### config.mk
export PLATFORM = sky130hd
export DESIGN_NAME = input_debounce
export DESIGN_NICKNAME = d
export VERILOG_FILES = /design/src/rtl/input_debounce.sv
export SDC_FILE = /design/constraint.sdc
export NUM_CORES = 1
export LEC_CHECK = 0
export ABC_AREA = 1
export ABC_CLOCK_PERIOD_IN_PS = 1200
export BUFFER_PORTS_ARGS = -buffer_cell sky130_fd_sc_hd__buf_2
export CAP_MARGIN = 5
export CORE_ASPECT_RATIO = 0.9
export CORE_MARGIN = 2
export CORE_UTILIZATION = 50
export CTS_CLUSTER_DIAMETER = 60
export DETAILED_ROUTE_END_ITERATION = 10
export PLACE_DENSITY = 0.69
export SYNTH_ARGS = -nofsm -noshare
export SYNTH_HDL_FRONTEND = slang
export SYNTH_SLANG_ARGS = --single-unit
### constraint.sdc
create_clock -name clk -period 1.2 [get_ports clk]
set_input_delay 0.12 -clock clk [delete_from_list [all_inputs] [get_ports clk]]
set_output_delay 0.12 -clock clk [all_outputs]
set_load 0.01 [all_outputs]
### src/rtl/input_debounce.sv
// Input conditioning for board buttons/switches: 2-FF synchroniser, tick-based
// debounce filter, registered rise/fall pulses and a long-press event per channel.
module input_debounce #(
    parameter int unsigned CW       = 4,
    parameter int unsigned PRESCALE = 65536,
    parameter int unsigned DEBOUNCE = 10,
    parameter int unsigned LONG     = 1000
) (
    input  logic          clk,
    input  logic          rst_n,
    input  logic [CW-1:0] in_raw,
    output logic [CW-1:0] in_stable,
    output logic [CW-1:0] rise,
    output logic [CW-1:0] fall,
    output logic [CW-1:0] long_press,
    output logic          tick
);

    localparam int unsigned PW = (PRESCALE > 1) ? $clog2(PRESCALE) : 1;
    localparam int unsigned DW = (DEBOUNCE > 0) ? $clog2(DEBOUNCE + 1) : 1;
    localparam int unsigned HW = (LONG > 0) ? $clog2(LONG + 1) : 1;

    localparam logic [PW-1:0] PS_WRAP = PW'(PRESCALE - 1);
    localparam logic [PW-1:0] PS_PRE  = PW'(PRESCALE - 2);
    localparam logic [DW-1:0] DC_LAST = DW'(DEBOUNCE - 1);
    localparam logic [HW-1:0] HC_MAX  = HW'(LONG);

    logic [CW-1:0] sync_q1;
    logic [CW-1:0] sync_s;
    logic [PW-1:0] ps_cnt;
    logic [DW-1:0] dc     [CW];
    logic [DW-1:0] dc_nxt [CW];
    logic [HW-1:0] hc     [CW];
    logic [HW-1:0] hc_nxt [CW];
    logic [CW-1:0] stable_nxt;
    logic [CW-1:0] stable_d;
    logic [CW-1:0] hc_full;

    always_ff @(posedge clk or negedge rst_n) begin
        if (!rst_n) begin
            sync_q1 <= '0;
            sync_s  <= '0;
        end else begin
            sync_q1 <= in_raw;
            sync_s  <= sync_q1;
        end
    end

    // tick is registered one count early so it is high while ps_cnt == PRESCALE-1
    always_ff @(posedge clk or negedge rst_n) begin
        if (!rst_n) begin
            ps_cnt <= '0;
            tick   <= 1'b0;
        end else begin
            if (ps_cnt == PS_WRAP) ps_cnt <= '0;
            else                   ps_cnt <= ps_cnt + PW'(1);
            tick <= (ps_cnt == PS_PRE);
        end
    end

    always_comb begin
        stable_nxt = in_stable;
        for (int unsigned i = 0; i < CW; i++) begin
            dc_nxt[i] = dc[i];
            if (sync_s[i] == in_stable[i]) begin
                dc_nxt[i] = '0;
            end else if (tick && (dc[i] == DC_LAST)) begin
                stable_nxt[i] = sync_s[i];
                dc_nxt[i]     = '0;
            end else if (tick) begin
                dc_nxt[i] = dc[i] + DW'(1);
            end
        end
    end

    // a release coinciding with the final hold tick clears hc before it can reach LONG
    always_comb begin
        for (int unsigned i = 0; i < CW; i++) begin
            hc_nxt[i] = hc[i];
            if (!in_stable[i] || !stable_nxt[i]) begin
                hc_nxt[i] = '0;
            end else if (tick && (hc[i] != HC_MAX)) begin
                hc_nxt[i] = hc[i] + HW'(1);
            end
        end
    end

    always_ff @(posedge clk or negedge rst_n) begin
        if (!rst_n) begin
            for (int unsigned i = 0; i < CW; i++) begin
                dc[i] <= '0;
                hc[i] <= '0;
            end
            in_stable  <= '0;
            stable_d   <= '0;
            rise       <= '0;
            fall       <= '0;
            hc_full    <= '0;
            long_press <= '0;
        end else begin
            for (int unsigned i = 0; i < CW; i++) begin
                dc[i]         <= dc_nxt[i];
                hc[i]         <= hc_nxt[i];
                hc_full[i]    <= (hc[i] == HC_MAX);
                long_press[i] <= (hc[i] == HC_MAX) && !hc_full[i];
            end
            in_stable <= stable_nxt;
            stable_d  <= in_stable;
            rise      <= in_stable & ~stable_d;
            fall      <= ~in_stable & stable_d;
        end
    end

endmodule

Word level (Yosys, flattened, before mapping)

Index checks and enable logic that the tools add are counted.

Input port bits: 6
Register bits after elaboration: 105
Output and inout bits: 17
Logic and storage cells: 114

Reduce and logical (&&, ||, !) cells: 36
Mux-type cells: 29
Equality and inequality tests: 18
Bitwise logic cells: 4
Add/subtract/negate cells: 9

Operators by type and width:

| operator                                       | count |
|---|---|
| 2-to-1 mux 10 bit                              | 8 |
| 2-to-1 mux 4 bit                               | 12 |
| adder 10 x 1 -> 10 bit (second input constant) | 4 |
| equality test 10 bit (second input constant)   | 4 |
| inequality test 10 bit (second input constant) | 4 |
| equality test 16 bit (second input constant)   | 2 |
| adder 16 x 1 -> 16 bit (second input constant) | 1 |
| adder 4 x 1 -> 4 bit (second input constant)   | 4 |
| equality test 4 bit (second input constant)    | 4 |
| 2-to-1 mux 16 bit                              | 1 |
| logical AND 1 bit                              | 12 |
| zero test 1 bit                                | 12 |
| nonzero test 3 bit                             | 4 |
| bitwise AND 4 bit                              | 2 |
| 2-to-1 mux 1 bit                               | 8 |
| NOT 4 bit                                      | 2 |
| nonzero test 2 bit                             | 4 |
| equality test 1 bit                            | 4 |
| logical OR 1 bit                               | 4 |

Longest topological paths before layout

Gate-level depths: netlist of the first run.

Depth in word-level cells: 7
Gate-level depth with buffers: 11
Depth with buffers taken out: 11

Worst setup path after synthesis of the first run

OpenSTA, ideal clock, no wires.

Path type: reg2reg
Start point: reg dc[9] (netlist name)
End point: reg hc[28] (netlist name)
Data arrival time: 1.237 ns
Setup time: 0.117 ns
Path buffers: 0
Clock period less this slack: 1.354 ns
Data required time: 1.083 ns
Setup slack: -0.154 ns
Stages on the path, launching flop included: 8
Cell sequence: dfrtp_1 > inv_1 > ha_1 > nand4_4 > o21ai_4 > inv_2 > nand3_1 > nand2_1

Word-level cells in the longest chain between the ends: 7
Elaborated cells between the ends (all ways): 8
Those cells by class: 1 x eq/ne; 3 x mux; 4 x reduce/logical

RTL lines:

| what                                                           | RTL line | text |
|---|---|---|
| from (decl)                                                    | 31       | `logic [DW-1:0] dc [CW];` |
| from (signal, indexed assignment)                              | 102      | `dc[i] <= dc_nxt[i];` |
| equality test 4 bit (*)                                        | 67       | `end else if (tick && (dc[i] == DC_LAST)) begin` |
| logical AND 1 bit (*)                                          | 67       |  |
| 2-to-1 mux 1 bit (*)                                           | 67       |  |
| 2-to-1 mux 1 bit (*)                                           | 65       | `if (sync_s[i] == in_stable[i]) begin` |
| zero test 1 bit (*)                                            | 80       | `if (!in_stable[i] \|\| !stable_nxt[i]) begin` |
| logical OR 1 bit (*)                                           | 80       |  |
| 2-to-1 mux 10 bit / nonzero test 2 bit (equally long branches) | n/a      |  |
| to (signal, indexed assignment)                                | 103      | `hc[i] <= hc_nxt[i];` |
| to (decl)                                                      | 33       | `logic [HW-1:0] hc [CW];` |

Every way passes the cells marked *; elsewhere a longest branch is shown, timed or not.
A chain may end at the register's enable or synchronous reset.

Final worst setup path of the first run

Start point: reg dc[13] (netlist name)
End point: reg hc[33] (netlist name)

Same word-level chain as after synthesis.

==> results.yml, run 1 <==
run_status:
  status: "complete, but fails checks"
  violations: "setup timing"
logic_synthesis:
  synth_cell_types: 36
  ys_ff_latch: 105
  synth_edf_count: 0
  synth_area_leader_cell: "dfrtp_1"
  yosys_warnings: 0
  synth_area_per_cell_um2: 8.28
  yosysMostFrequentCell: "nand2_1"
  syn-cell-area_um2: 5330
  yosys.area.top_type_share: 0.493
  synthTopCellsByArea: "dfrtp_1 49%, nand2_1 12%, inv_1 5.6%, nand3_1 5.3%, nor2_1 5.0%"
  syn_nets: 668
  synth_flop_cell: "dfrtp_1"
  ys_seq_area_frac: 0.493
  synth.top_cells.by_count: "171 x nand2_1, 105 x dfrtp_1, 79 x inv_1"
  synthCells: 644
  async_flop_share: 1.00
setup_path:
  worstPathCellList: "inv_2, ha_4, nand2_2, inv_2, nand3_4, nand2_4, inv_8, nand2_8, clkinv_8, nand2_2, nand2_1"
  slowest_delay_ps: 390
  cp_max_fo: 6
  crit_buf_inv: 4
  cp_data_arrival_time_ps: 1720
  cp-start-kind: "register"
  crit_required_ps: 1420
  end_kind: "register"
  critPathTopFamily: "simple AND/OR/NAND/NOR gates"
  crit_type: "register to register"
  crit_path_top_delay_cell: "dfrtp_1"
global_route:
  grt_use_total: 0.240
  grt-ovfl-total: 0
  grt.busiest_layer: "met2"
  groute.layer.met2.usage: 0.446
  grtUsageMet1: 0.283
  grt_pass1_vias: 5014
  grt_max_degree: 28
  antenna_found_initial: 0
  grtUsageMet3: 0.0433
  grt_pass1_wl_um: 22400
die:
  die_w_um: 113
  fp.dieH_um: 102
  die_area_um2: 11500
  core.rowCount: 35
  initial_core_util: 0.518
  ios: 23
  fp.coreArea_um2: 10300
cts:
  cts_tree: "yes"
  numCtsBuffers: 9
  cts-root-buf: "clkbuf_16"
  worstSkewPairLatency_ps: 340
  htree_levels: 3
  clkSinkCount: 105
  cts_buffer_depth: 2
  clk_pin_slew_worst_paths_ps: 70
sta:
  fin_crit_sh: 1.24
  finalMaxSlewViolations: 0
  hold_viol: 0
  rsz0062_at_grt: "yes"
  setup_violations: 66
  worst_slew_pin_slew_ps: 447
  fin_tns_setup_ps: -10080
  maxSlewHeadroom: 0.702
  setup_slack_ps: -291
  clock.fmax_mhz: 671
  fin_crit_ps: 1490
  worst_clock_skew_ps: 7.99
power_and_ir_drop:
  cellPowerDensity_nw_per_um2: 834
  ir_drop_v: 0.00106
  leakage_uw: 0.00410
route:
  num_vias: 5132
  vias_per_cell: 5.36
  wl_um: 15500
  final_antenna_net_count: 0
  wl_per_cell_um: 16.2
  drc: 0
  dr.pass1.iters: 5
  dr.first_iter.drc_count: 248
finish:
  area_delta_synth_final_pct: 55.2
  drive_above_1_share: 0.463
  n_antenna_cell: 0
  fin_nets: 847
  fillCellCount: 578
  postLayoutCoreUtil: 0.804
min_path:
  worstHoldPathType: "input port to asynchronous set/reset pin"
job:
  max_cap_violations: 0
placement:
  place_hpwl_um: 8190
  portBuffers: 22
  place_congestion: 0.891
logic make-up after synthesis:
kind of cell | Yosys count | synth area share
AOI/OAI and AO/OA | 41 | 0.0458
xor gates and xnor gates | 29 | 0.0476
adders and majority gates | 18 | 0.0422
buffers and inverters | 96 | 0.0718
DFF | 105 | 0.493
and+or+nand+nor | 355 | 0.300
worst register-to-register path, stage by stage, from the launching register on:
cell and delay, ps:
dfrtp_1 390, inv_2 100, ha_4 150, nand2_2 60, inv_2 90, nand3_4 90, nand2_4 120, inv_8 60
nand2_8 100, clkinv_8 90, nand2_2 60, nand2_1 70
worst paths after layout:
kind	to	slack, ps	cells past startpoint	startpoint
min	hc[25]	270	2	rst_n
min reg2reg	sync_s[0]	360	0	sync_q1[0]
max in group asynchronous	in_stable[0]	440	3	rst_n
min in group clk	sync_s[0]	360	0	sync_q1[0]
max	hc[33]	-290	11	dc[13]
max reg2reg	hc[33]	-290	11	dc[13]
cell usage in the layout, fill, tap and decap left out, types with 19 or more instances in the layout:
cell and instances:
dfrtp_1 99, nand3_1 31, nand2_2 36, buf_4 116
nor2_1 46, inv_1 57, buf_6 28, nand4_1 32
inv_2 19, xor2_1 21, nand2_1 118
cell type report:
class	count	area, um2	area share
multi-input combinational	443	3260	0.394
clock buffer	10	229	0.0277
timing repair inverter	3	21.3	0.00257
inverter	89	452	0.0546
clock inverter	6	91.3	0.0110
tap	129	161	0.0195
timing repair buffer	172	1430	0.172
sequential	105	2640	0.318
registers in the layout, summed over array words and instances, names as in the netlist:
signal	cells
hc	40
stable_d	4
ps_cnt	16
long_press	4
rise	4
fall	4
tick	1
hc_full	4
sync_s	4
in_stable	4
dc	16
sync_q1	4
stage by stage:
stage	std cells	hold slack (ps)	cell area (um2)	power [uW]	worst slack, ps
2_1_floorplan	644	-176	5450	3640	-141
3_3_place_gp	886	97.1	6470	3770	-194
3_5_place_dp	886	95.5	6470	3770	-237
4_1_cts	932	285	7490	6930	-176
5_1_grt	957	302	8270	7130	-336
6_report	957	268	8270	6900	-291
routing by layer:
layer  vias to the layer above  share of wire
met5                         -              0
met4                         0          0.030
met3                        45          0.035
met2                       127           0.54
met1                      2542           0.39
li1                       2418              -
power by group:
part           total, uW  internal, uW  switching (uW)
sequential          3560          3550            14.4
combinational        176          63.9             112
clock               3160          1840            1320
total               6900          5460            1440
timing repair:
item / CTS / global route
hold buffers: 5 / 0
cloned: 2 / 1
resized for setup: 126 / 145
setup endpoints to repair: 69 / 82
pin swaps: 58 / 54
hold endpoints to repair: 27 / 0
buffers inserted: 24 / 24
No activity file was read; power rests on OpenSTA's default activity.
==> inputs of run 2 (changes only) <==
ABC_CLOCK_PERIOD_IN_PS = 1600   (was 1200)
PLACE_DENSITY = 0.67   (was 0.69)
clock period = 1.6 ns   (was 1.2 ns; I/O delays follow)
==> run 2 against run 1 <==
Register-to-register slack improved by 340 ps. Non-clock buffer count decreased by 130. Critical path type unchanged. Highest routed layer unchanged. Clock power fell by 30%. Final cell count fell by 14%. Sequential cell count stayed put. Largest power group unchanged. The flow now finishes without violations.
==> results.yml, run 2 (same netlist as run 1, synthesis figures left out) <==
sta:
  clock.fmax_mhz: 647
  maxSlewHeadroom: 0.721
  finalMaxSlewViolations: 0
  fin_crit_sh: 0.966
  worst_slew_pin_slew_ps: 417
  setup_violations: 0
  hold_viol: 0
  fin_crit_ps: 1550
  whs_ps: 263
  setup_slack_ps: 53.7
  worst_clock_skew_ps: 5.64
power_and_ir_drop:
  ir_drop_v: 0.000867
  pwr-share-clk: 0.445
  cellPowerDensity_nw_per_um2: 817
  combPwrFrac: 0.020
  p_sw_frac: 0.194
  power_frac_seq: 0.536
  leakage_uw: 0.00314
  p_int_uw: 4020
  p_sw_uw: 970
finish:
  final_cells: 822
  layout_commonest_cell: "nand2_1"
  area_delta_synth_final_pct: 14.5
  fillCellCount: 897
  multi_input_area_um2: 2360
  fin_nets: 714
  layout_common_cells: "167 x nand2_1, 104 x dfrtp_1, 76 x inv_1, 68 x nor2_1, 55 x nand3_1"
  regMostFlops: "hc"
  n_antenna_cell: 0
  drive_above_1_share: 0.128
  largest_register_ffs: 40
  top_regs: "hc x40, dc x16, ps_cnt x16"
  regArea_um2: 2630
  finalInstanceArea_um2: 6100
job:
  max_cap_violations: 0
global_route:
  grt_max_degree: 27
  grt_use_total: 0.190
  antenna_found_initial: 0
  grt_pass1_wl_um: 17800
  grt-ovfl-total: 0
  grt_pass1_vias: 3966
die:
  fp.coreArea_um2: 10300
  die_w_um: 113
  ios: 23
  die_area_um2: 11500
  core.rowCount: 35
  initial_core_util: 0.518
  fp.dieH_um: 102
cts:
  htree_levels: 3
  clk_pin_slew_worst_paths_ps: 70
  cts_buffer_depth: 2
  numCtsBuffers: 9
  cts-root-buf: "clkbuf_16"
  cts_tree: "yes"
  clkSinkCount: 105
  worstSkewPairLatency_ps: 340
route:
  wl_per_cell_um: 12.3
  num_vias: 4213
  dr.first_iter.drc_count: 221
  vias_per_cell: 5.13
  drc: 0
  dr.pass1.iters: 4
  wl_um: 10100
  final_antenna_net_count: 0
run_status:
  status: "finished clean"
setup_path:
  worstPathCellList: "inv_1, ha_2, nand4_4, o21ai_4, inv_4, nand2_1, nand2_1, nand2_1"
  crit_type: "register to register"
  cp_common_cell: "nand2_1"
  cp_data_arrival_time_ps: 1820
  slowest_delay_ps: 390
  end_kind: "register"
  cp_max_fo: 9
  cp-start-kind: "register"
  crit_path_top_delay_cell: "dfrtp_1"
  crit_buf_inv: 2
  critPathTopFamily: "flip-flops"
  crit_required_ps: 1880
placement:
  portBuffers: 22
  place_congestion: 0.881
  dpl_cell_area_um2: 5670
  place_hpwl_um: 7240
  dpl_worst_slack_ps: 54.7
  dp_cells: 799
min_path:
  worstHoldPathType: "input port to asynchronous set/reset pin"
-- run 2: worst reg2reg max path, stage by stage (launching register included) --
cell	delay [ps]
dfrtp_1	390
inv_1	90
ha_2	200
nand4_4	150
o21ai_4	330
inv_4	110
nand2_1	100
nand2_1	50
nand2_1	60
-- run 2: repair_timing --
item / in CTS / in global routing
hold buffers: 5 / 0
setup endpoints to repair: 0 / 36
gates resized for setup: 0 / 19
setup buffers: 0 / 4
hold endpoints to repair: 22 / 0
-- run 2: cell type report --
class,instances,area share
Tap cell,129,0.0265
Clock inverter,2,0.00615
Clock buffer,12,0.0437
Sequential cell,105,0.431
Timing Repair Buffer,42,0.0498
Inverter,89,0.0570
Multi-Input combinational cell,443,0.386
-- run 2: metal layers --
layer | routed length (um) | global-route usage | vias up
met5 | 0 | 0 | -
met4 | 51 | 0.0422 | 0
met2 | 4740 | 0.315 | 75
met1 | 4840 | 0.252 | 1987
met3 | 453 | 0.0546 | 2
li1 | - | - | 2149
-- run 2: worst paths after layout --
path | cells past startpoint | endpoint | slack, ps | from
setup / recovery | 8 | hc[26] | 50 | dc[9]
hold / removal | 2 | in_stable[0] | 260 | rst_n
setup reg to reg | 8 | hc[26] | 50 | dc[9]
hold reg to reg | 0 | sync_s[1] | 350 | sync_q1[1]
max in group asynchronous | 3 | tick | 720 | rst_n
min in group clk | 0 | sync_s[1] | 350 | sync_q1[1]
-- run 2: per-stage QoR --
stage,utilization,power [uW],TNS (ps)
floorplan,-,2730,0
global placement,0.551,2810,0
detailed placement,0.551,2820,0
CTS,0.585,5060,0
global route,0.593,5180,-115
finish,0.593,4990,0
-- run 2: power by group through the flow --
stage | Combinational [uW] | Sequential (uW) | Clock, uW
after floorplan | 12.9 | 2720 | 0
after global placement | 90.7 | 2720 | 0
after detailed placement | 93.4 | 2720 | 0
after CTS | 103 | 2670 | 2290
after global routing | 115 | 2670 | 2390
final | 97.3 | 2670 | 2220
